### src/rtl/mdio_arb_pkg.sv
// Shared FSM encoding and constants for the MDIO register-access arbiter.
package mdio_arb_pkg;

    typedef enum logic [1:0] {
        ST_IDLE  = 2'd0,
        ST_ISSUE = 2'd1,
        ST_WAIT  = 2'd2,
        ST_RESP  = 2'd3
    } arb_state_e;

    localparam logic [15:0] ERR_DATA          = 16'hFFFF;
    localparam logic [23:0] DEF_TIMEOUT_CYC   = 24'd50_000;
    localparam logic [15:0] DEF_LOCK_IDLE_CYC = 16'd1_000;

endpackage

### src/rtl/mdio_rr_pick.sv
// Rotating-priority encoder: first request at or after rr_ptr wins, or only
// the lock owner when a lock is held.
module mdio_rr_pick #(
    parameter int N_REQ = 3,
    parameter int IDX_W = 2
) (
    input  logic [N_REQ-1:0] req_i,
    input  logic [IDX_W-1:0] rr_ptr_i,
    input  logic             lock_valid_i,
    input  logic [IDX_W-1:0] lock_owner_i,
    output logic             grant_valid_o,
    output logic [IDX_W-1:0] grant_idx_o
);

    logic [IDX_W-1:0] idx;

    // Scanning from the farthest offset down lets the nearest candidate overwrite the rest.
    always_comb begin
        grant_valid_o = 1'b0;
        grant_idx_o   = '0;
        idx           = '0;
        if (lock_valid_i) begin
            grant_valid_o = req_i[lock_owner_i];
            grant_idx_o   = lock_owner_i;
        end else begin
            for (int i = N_REQ - 1; i >= 0; i--) begin
                idx = IDX_W'((int'(rr_ptr_i) + i) % N_REQ);
                if (req_i[idx]) begin
                    grant_valid_o = 1'b1;
                    grant_idx_o   = idx;
                end
            end
        end
    end

endmodule

### src/rtl/mdio_arb.sv
// Round-robin arbiter sharing one MDIO driver between N_REQ requesters, with
// optional grant lock for read-modify-write and a watchdog on the driver.
module mdio_arb
    import mdio_arb_pkg::*;
#(
    parameter int          N_REQ         = 3,
    parameter logic [23:0] TIMEOUT_CYC   = DEF_TIMEOUT_CYC,
    parameter logic [15:0] LOCK_IDLE_CYC = DEF_LOCK_IDLE_CYC
) (
    input  logic                clk,
    input  logic                rst,
    input  logic [N_REQ-1:0]    req_valid,
    input  logic [N_REQ-1:0]    req_rh_wl,
    input  logic [5*N_REQ-1:0]  req_addr,
    input  logic [16*N_REQ-1:0] req_wr_data,
    input  logic [N_REQ-1:0]    req_lock,
    output logic [N_REQ-1:0]    req_ready,
    output logic [N_REQ-1:0]    rsp_valid,
    output logic                rsp_err,
    output logic [15:0]         rsp_data,
    output logic                op_exec,
    output logic                op_rh_wl,
    output logic [4:0]          op_addr,
    output logic [15:0]         op_wr_data,
    input  logic                op_done,
    input  logic                op_rd_ack,
    input  logic [15:0]         op_rd_data,
    output logic                busy,
    output logic [7:0]          timeout_cnt
);

    localparam int IDX_W = $clog2(N_REQ);

    arb_state_e       state_q, state_d;
    logic [IDX_W-1:0] rr_ptr_q, gidx_q, lock_owner_q, grant_idx;
    logic [IDX_W-1:0] gidx_next, owner_next;
    logic             lock_valid_q, grant_valid, grant_fire, wd_expired;
    logic             rh_wl_q, lock_q, err_q;
    logic [4:0]       addr_q;
    logic [15:0]      wr_data_q, data_q, idle_q;
    logic [23:0]      wd_q;
    logic [7:0]       tmo_cnt_q;

    mdio_rr_pick #(
        .N_REQ(N_REQ),
        .IDX_W(IDX_W)
    ) u_pick (
        .req_i        (req_valid),
        .rr_ptr_i     (rr_ptr_q),
        .lock_valid_i (lock_valid_q),
        .lock_owner_i (lock_owner_q),
        .grant_valid_o(grant_valid),
        .grant_idx_o  (grant_idx)
    );

    // Gating with rst keeps req_ready low while reset is held.
    assign grant_fire = (state_q == ST_IDLE) && grant_valid && !rst;
    assign wd_expired = (wd_q == TIMEOUT_CYC - 24'd1);
    assign gidx_next  = (gidx_q == IDX_W'(N_REQ - 1)) ? '0 : gidx_q + 1'b1;
    assign owner_next = (lock_owner_q == IDX_W'(N_REQ - 1)) ? '0 : lock_owner_q + 1'b1;

    always_ff @(posedge clk or posedge rst) begin
        if (rst) state_q <= ST_IDLE;
        else     state_q <= state_d;
    end

    always_comb begin
        state_d = state_q;
        case (state_q)
            ST_IDLE:  if (grant_fire) state_d = ST_ISSUE;
            ST_ISSUE: state_d = ST_WAIT;
            ST_WAIT:  if (op_done || wd_expired) state_d = ST_RESP;
            ST_RESP:  state_d = ST_IDLE;
            default:  state_d = ST_IDLE;
        endcase
    end

    always_comb begin
        req_ready = '0;
        rsp_valid = '0;
        rsp_err   = 1'b0;
        rsp_data  = '0;
        op_exec   = (state_q == ST_ISSUE);
        busy      = (state_q != ST_IDLE);
        if (grant_fire) req_ready[grant_idx] = 1'b1;
        if (state_q == ST_RESP) begin
            rsp_valid[gidx_q] = 1'b1;
            rsp_err           = err_q;
            rsp_data          = data_q;
        end
    end

    assign op_rh_wl    = rh_wl_q;
    assign op_addr     = addr_q;
    assign op_wr_data  = wr_data_q;
    assign timeout_cnt = tmo_cnt_q;

    // The watchdog rests at zero in IDLE, so it reads 0 in the op_exec cycle.
    always_ff @(posedge clk or posedge rst) begin
        if (rst) begin
            gidx_q    <= '0;
            rh_wl_q   <= 1'b1;
            addr_q    <= '0;
            wr_data_q <= '0;
            lock_q    <= 1'b0;
            err_q     <= 1'b0;
            data_q    <= '0;
            wd_q      <= '0;
            tmo_cnt_q <= '0;
        end else begin
            if (grant_fire) begin
                gidx_q    <= grant_idx;
                rh_wl_q   <= req_rh_wl[grant_idx];
                addr_q    <= req_addr[5*grant_idx +: 5];
                wr_data_q <= req_wr_data[16*grant_idx +: 16];
                lock_q    <= req_lock[grant_idx];
            end
            wd_q <= (state_q == ST_IDLE) ? '0 : wd_q + 24'd1;
            if (state_q == ST_WAIT) begin
                if (op_done) begin
                    err_q  <= rh_wl_q & op_rd_ack;
                    data_q <= !rh_wl_q ? 16'h0000 : (op_rd_ack ? ERR_DATA : op_rd_data);
                end else if (wd_expired) begin
                    err_q  <= 1'b1;
                    data_q <= ERR_DATA;
                    if (tmo_cnt_q != 8'hFF) tmo_cnt_q <= tmo_cnt_q + 8'd1;
                end
            end
        end
    end

    // Lock ownership, rotation pointer and the idle-lock release counter.
    always_ff @(posedge clk or posedge rst) begin
        if (rst) begin
            rr_ptr_q     <= '0;
            lock_valid_q <= 1'b0;
            lock_owner_q <= '0;
            idle_q       <= '0;
        end else if (state_q == ST_RESP) begin
            idle_q <= '0;
            if (lock_q) begin
                lock_valid_q <= 1'b1;
                lock_owner_q <= gidx_q;
            end else begin
                lock_valid_q <= 1'b0;
                rr_ptr_q     <= gidx_next;
            end
        end else if (state_q == ST_IDLE && lock_valid_q && !req_valid[lock_owner_q]) begin
            if (idle_q == LOCK_IDLE_CYC - 16'd1) begin
                lock_valid_q <= 1'b0;
                rr_ptr_q     <= owner_next;
                idle_q       <= '0;
            end else begin
                idle_q <= idle_q + 16'd1;
            end
        end else begin
            idle_q <= '0;
        end
    end

endmodule

### config.mk
export PLATFORM = sky130hd
export DESIGN_NAME = mdio_arb
export DESIGN_NICKNAME = d
export VERILOG_FILES = /design/src/rtl/mdio_arb_pkg.sv /design/src/rtl/mdio_rr_pick.sv /design/src/rtl/mdio_arb.sv
export SDC_FILE = /design/constraint.sdc
export NUM_CORES = 1
export LEC_CHECK = 0
export ABC_AREA = 1
export ABC_CLOCK_PERIOD_IN_PS = 10100
export CORE_UTILIZATION = 54
export DETAILED_ROUTE_END_ITERATION = 8
export PLACE_DENSITY = 0.94
export SLEW_MARGIN = 10
export SYNTH_ARGS = -nofsm -noshare
export SYNTH_HDL_FRONTEND = slang
export SYNTH_SLANG_ARGS = --single-unit
### constraint.sdc
create_clock -name clk -period 10.1 [get_ports clk]
set_input_delay 1.01 -clock clk [delete_from_list [all_inputs] [get_ports clk]]
set_output_delay 1.01 -clock clk [all_outputs]
set_load 0.02 [all_outputs]
==> flow_summary.json <==
{
  "final.period_utilization": 0.4530,
  "via_per_inst": 5.470,
  "worstRegToRegCells": 15,
  "netlist_top_cells_count": "nand2_1, nor2_1, dfrtp_1",
  "crit_arrival_ns": 3.57,
  "status": "completed",
  "diodes": 0,
  "reg2reg_to": "op_wr_data[4]",
  "yosysMostFrequentCell": "nand2_1",
  "swShare": 0.4595,
  "rsz0062_at_grt": "false",
  "min_period_ns": 4.576,
  "fin_tns_setup_ns": 0,
  "avgSynthCellArea_um2": 7.355,
  "pwr-share-comb": 0.536,
  "die_h_um": 107.3,
  "cap_violations": 0,
  "hold_violations": 0,
  "clock.fmax_ghz": 0.2185,
  "yosysTopAreaCellShare": 0.4013,
  "skew_ns": 0.01613,
  "initial_core_util": 0.5523,
  "wl_per_cell_um": 13.56,
  "io_buffers": 146,
  "finalSetupViolCount": 0,
  "antenna_found_initial": 0,
  "numCtsBuffers": 9,
  "place_area_mm2": 0.007358,
  "drt-total-wl_um": 14690,
  "pwr-share-clk": 0.140,
  "track_usage": 0.2577,
  "synth_nets": 917,
  "endpoint": "req_ready[2]",
  "cts_buffer_depth": 2,
  "grt_start_max_net_pins": 87,
  "ys_ff_latch": 97,
  "die_w_um": 107.3,
  "clock_latency_ns": 0.37,
  "worst_pin_slew_ns": 1.190,
  "synth_cell_types": 47,
  "synthCells": 814,
  "area_growth_pct": 25.98,
  "drc_errors": 0,
  "required_ns": 9.09,
  "leakagePower_nw": 3.502,
  "cts_setup_buffers": 0,
  "dr.pass1.iters": 5,
  "synth-seq-area-share": 0.4056,
  "end_kind": "primary output",
  "ant_nets": 0,
  "ctsHoldBuffers": 0,
  "synth_edf_count": 0,
  "dp.cells": 1069,
  "fin_area_mm2": 0.007542,
  "reg2reg_from": "rr_ptr_q[0]",
  "clock-sinks": 97,
  "cp-startpoint": "req_valid[2]",
  "gr-total-overflow": 0,
  "whs_ns": 0.4712,
  "r2r_setup_slack_ns": 7.56,
  "cts_tree": "yes",
  "drive_gt1_frac": 0.05932,
  "first_global_vias": 5457,
  "p_int_w": 0.0009577,
  "synth_area_mm2": 0.005987,
  "powerDensity_mw_per_mm2": 234.9,
  "ir_drop_mv": 0.1868,
  "dp_hpwl_um": 10670,
  "synthArstFlopShare": 1.000,
  "core.rowCount": 38,
  "fp.coreArea_mm2": 0.01084,
  "routed-via-count": 5929,
  "crit_fanout": 41,
  "cp-start-kind": "primary input",
  "pin_count": 147,
  "initialDrtViolationCount": 411,
  "yosysWarnings": 0,
  "hp-class": "register to register",
  "cts_resized": 0,
  "synth_ff_type": "dfrtp_1",
  "grt_pass1_wl_um": 23760,
  "layoutNonFillerInstCount": 1084,
  "h-tree-depth": 3,
  "synthTopCellsByArea": "dfrtp_1, nand2_1, nor2_1, nand3_1, inv_1",
  "sequentialPowerShare": 0.324,
  "p_switching_w": 0.0008142,
  "relSlewSlack": 0.2066,
  "clkTransAtPathRegs_ns": 0.09,
  "nNetsFinal": 1043,
  "slew_violations": 0,
  "synth_top_cell_by_area": "dfrtp_1",
  "dieArea_mm2": 0.01151,
  "path_class": "primary input to primary output",
  "cts_root_buf": "clkbuf_8",
  "gp_congestion": 0.9113
}
==> worst max-delay path: stages <==
cell and delay, ns:
clkdlybuf4s50_1 0.57, nand3_1 0.16, nand2_1 0.09, nand2_1 0.05
nand2_1 0.06, nand2_1 0.06, nand2_2 0.39, inv_4 0.28
nor3_1 0.25, clkdlybuf4s50_1 0.64
==> power by group through the flow <==
stage | Clock, W | Combinational, W | Sequential, W
floorplan | 0 | 0.000692 | 0.000608
global placement | 0 | 0.000911 | 0.000576
detailed placement | 0 | 0.000942 | 0.000578
CTS | 0.000252 | 0.000948 | 0.000573
global route | 0.000265 | 0.00105 | 0.000586
finish | 0.000248 | 0.000950 | 0.000574
==> how the worst min path moves through the flow <==
stage	start	end	slack (ns)	depth (start not counted)
after floorplan	idle_q[0]	idle_q[0]	0.43	1
after global placement	idle_q[0]	idle_q[0]	0.46	1
after detailed placement	idle_q[0]	idle_q[0]	0.46	1
after CTS	idle_q[0]	idle_q[0]	0.48	1
after global routing	idle_q[0]	idle_q[0]	0.49	1
final	idle_q[0]	idle_q[0]	0.47	1
==> stage by stage <==
stage                     utilization  power (W)  setup WS [ns]
after detailed placement       0.6788   0.001520          5.563
after global routing           0.6958   0.001901          5.350
after CTS                      0.6958   0.001772          5.562
final                          0.6958   0.001772          5.524
after floorplan                     -   0.001300          4.831
after global placement         0.6788   0.001486          5.660
==> per-layer routing <==
layer	global-route usage	vias up	routed length (µm)
li1	-	2901	-
met1	0.3128	2768	6105
met2	0.4525	216	7316
met3	0.03450	44	793
met4	0.1213	0	479
met5	0	-	0
==> registers in the layout, indices dropped and copies added (netlist names) <==
signal and cells:
data_q 16, err_q 1, gidx_q 2, idle_q 16, lock_owner_q 2, lock_q 1, lock_valid_q 1, op_addr 5
op_rh_wl 1, op_wr_data 16, rr_ptr_q 2, state_q 2, timeout_cnt 8, wd_q 24
==> cells in the final DEF, fill, tap and decap left out, types with 9 or more instances in the layout <==
master	synthesis	layout
nand2_1	203	203
clkdlybuf4s50_1	0	146
nor2_1	112	112
dfrtp_1	96	96
inv_1	86	85
nand3_1	65	65
nand4_1	47	47
a21oi_1	33	33
nor3_1	27	27
o21ai_0	17	17
o21ai_1	16	16
ha_1	11	11
xor2_1	10	10
clkbuf_8	2	9
==> cell type report <==
type,instances,area (µm²)
Clock inverter,5,56.30
Fill cell,835,3298
Multi-Input combinational cell,589,2917
Sequential cell,97,2429
Timing Repair Buffer,148,1476
Inverter,95,361.6
Clock buffer,10,127.6
Tap cell,140,175.2
==> kinds of logic (layout without fill, tap and decap cells) <==
| logic type | after synthesis | after routing | share of synthesized area |
|---|---|---|---|
| compound gates | 76 | 76 | 0.06897 |
| xor+xnor | 15 | 15 | 0.02194 |
| fa+ha+maj | 11 | 11 | 0.02299 |
| buf+inv | 128 | 258 | 0.1072 |
| flops | 97 | 97 | 0.4056 |
| simple gates | 487 | 487 | 0.3732 |
(Power assumes the default switching activity.)
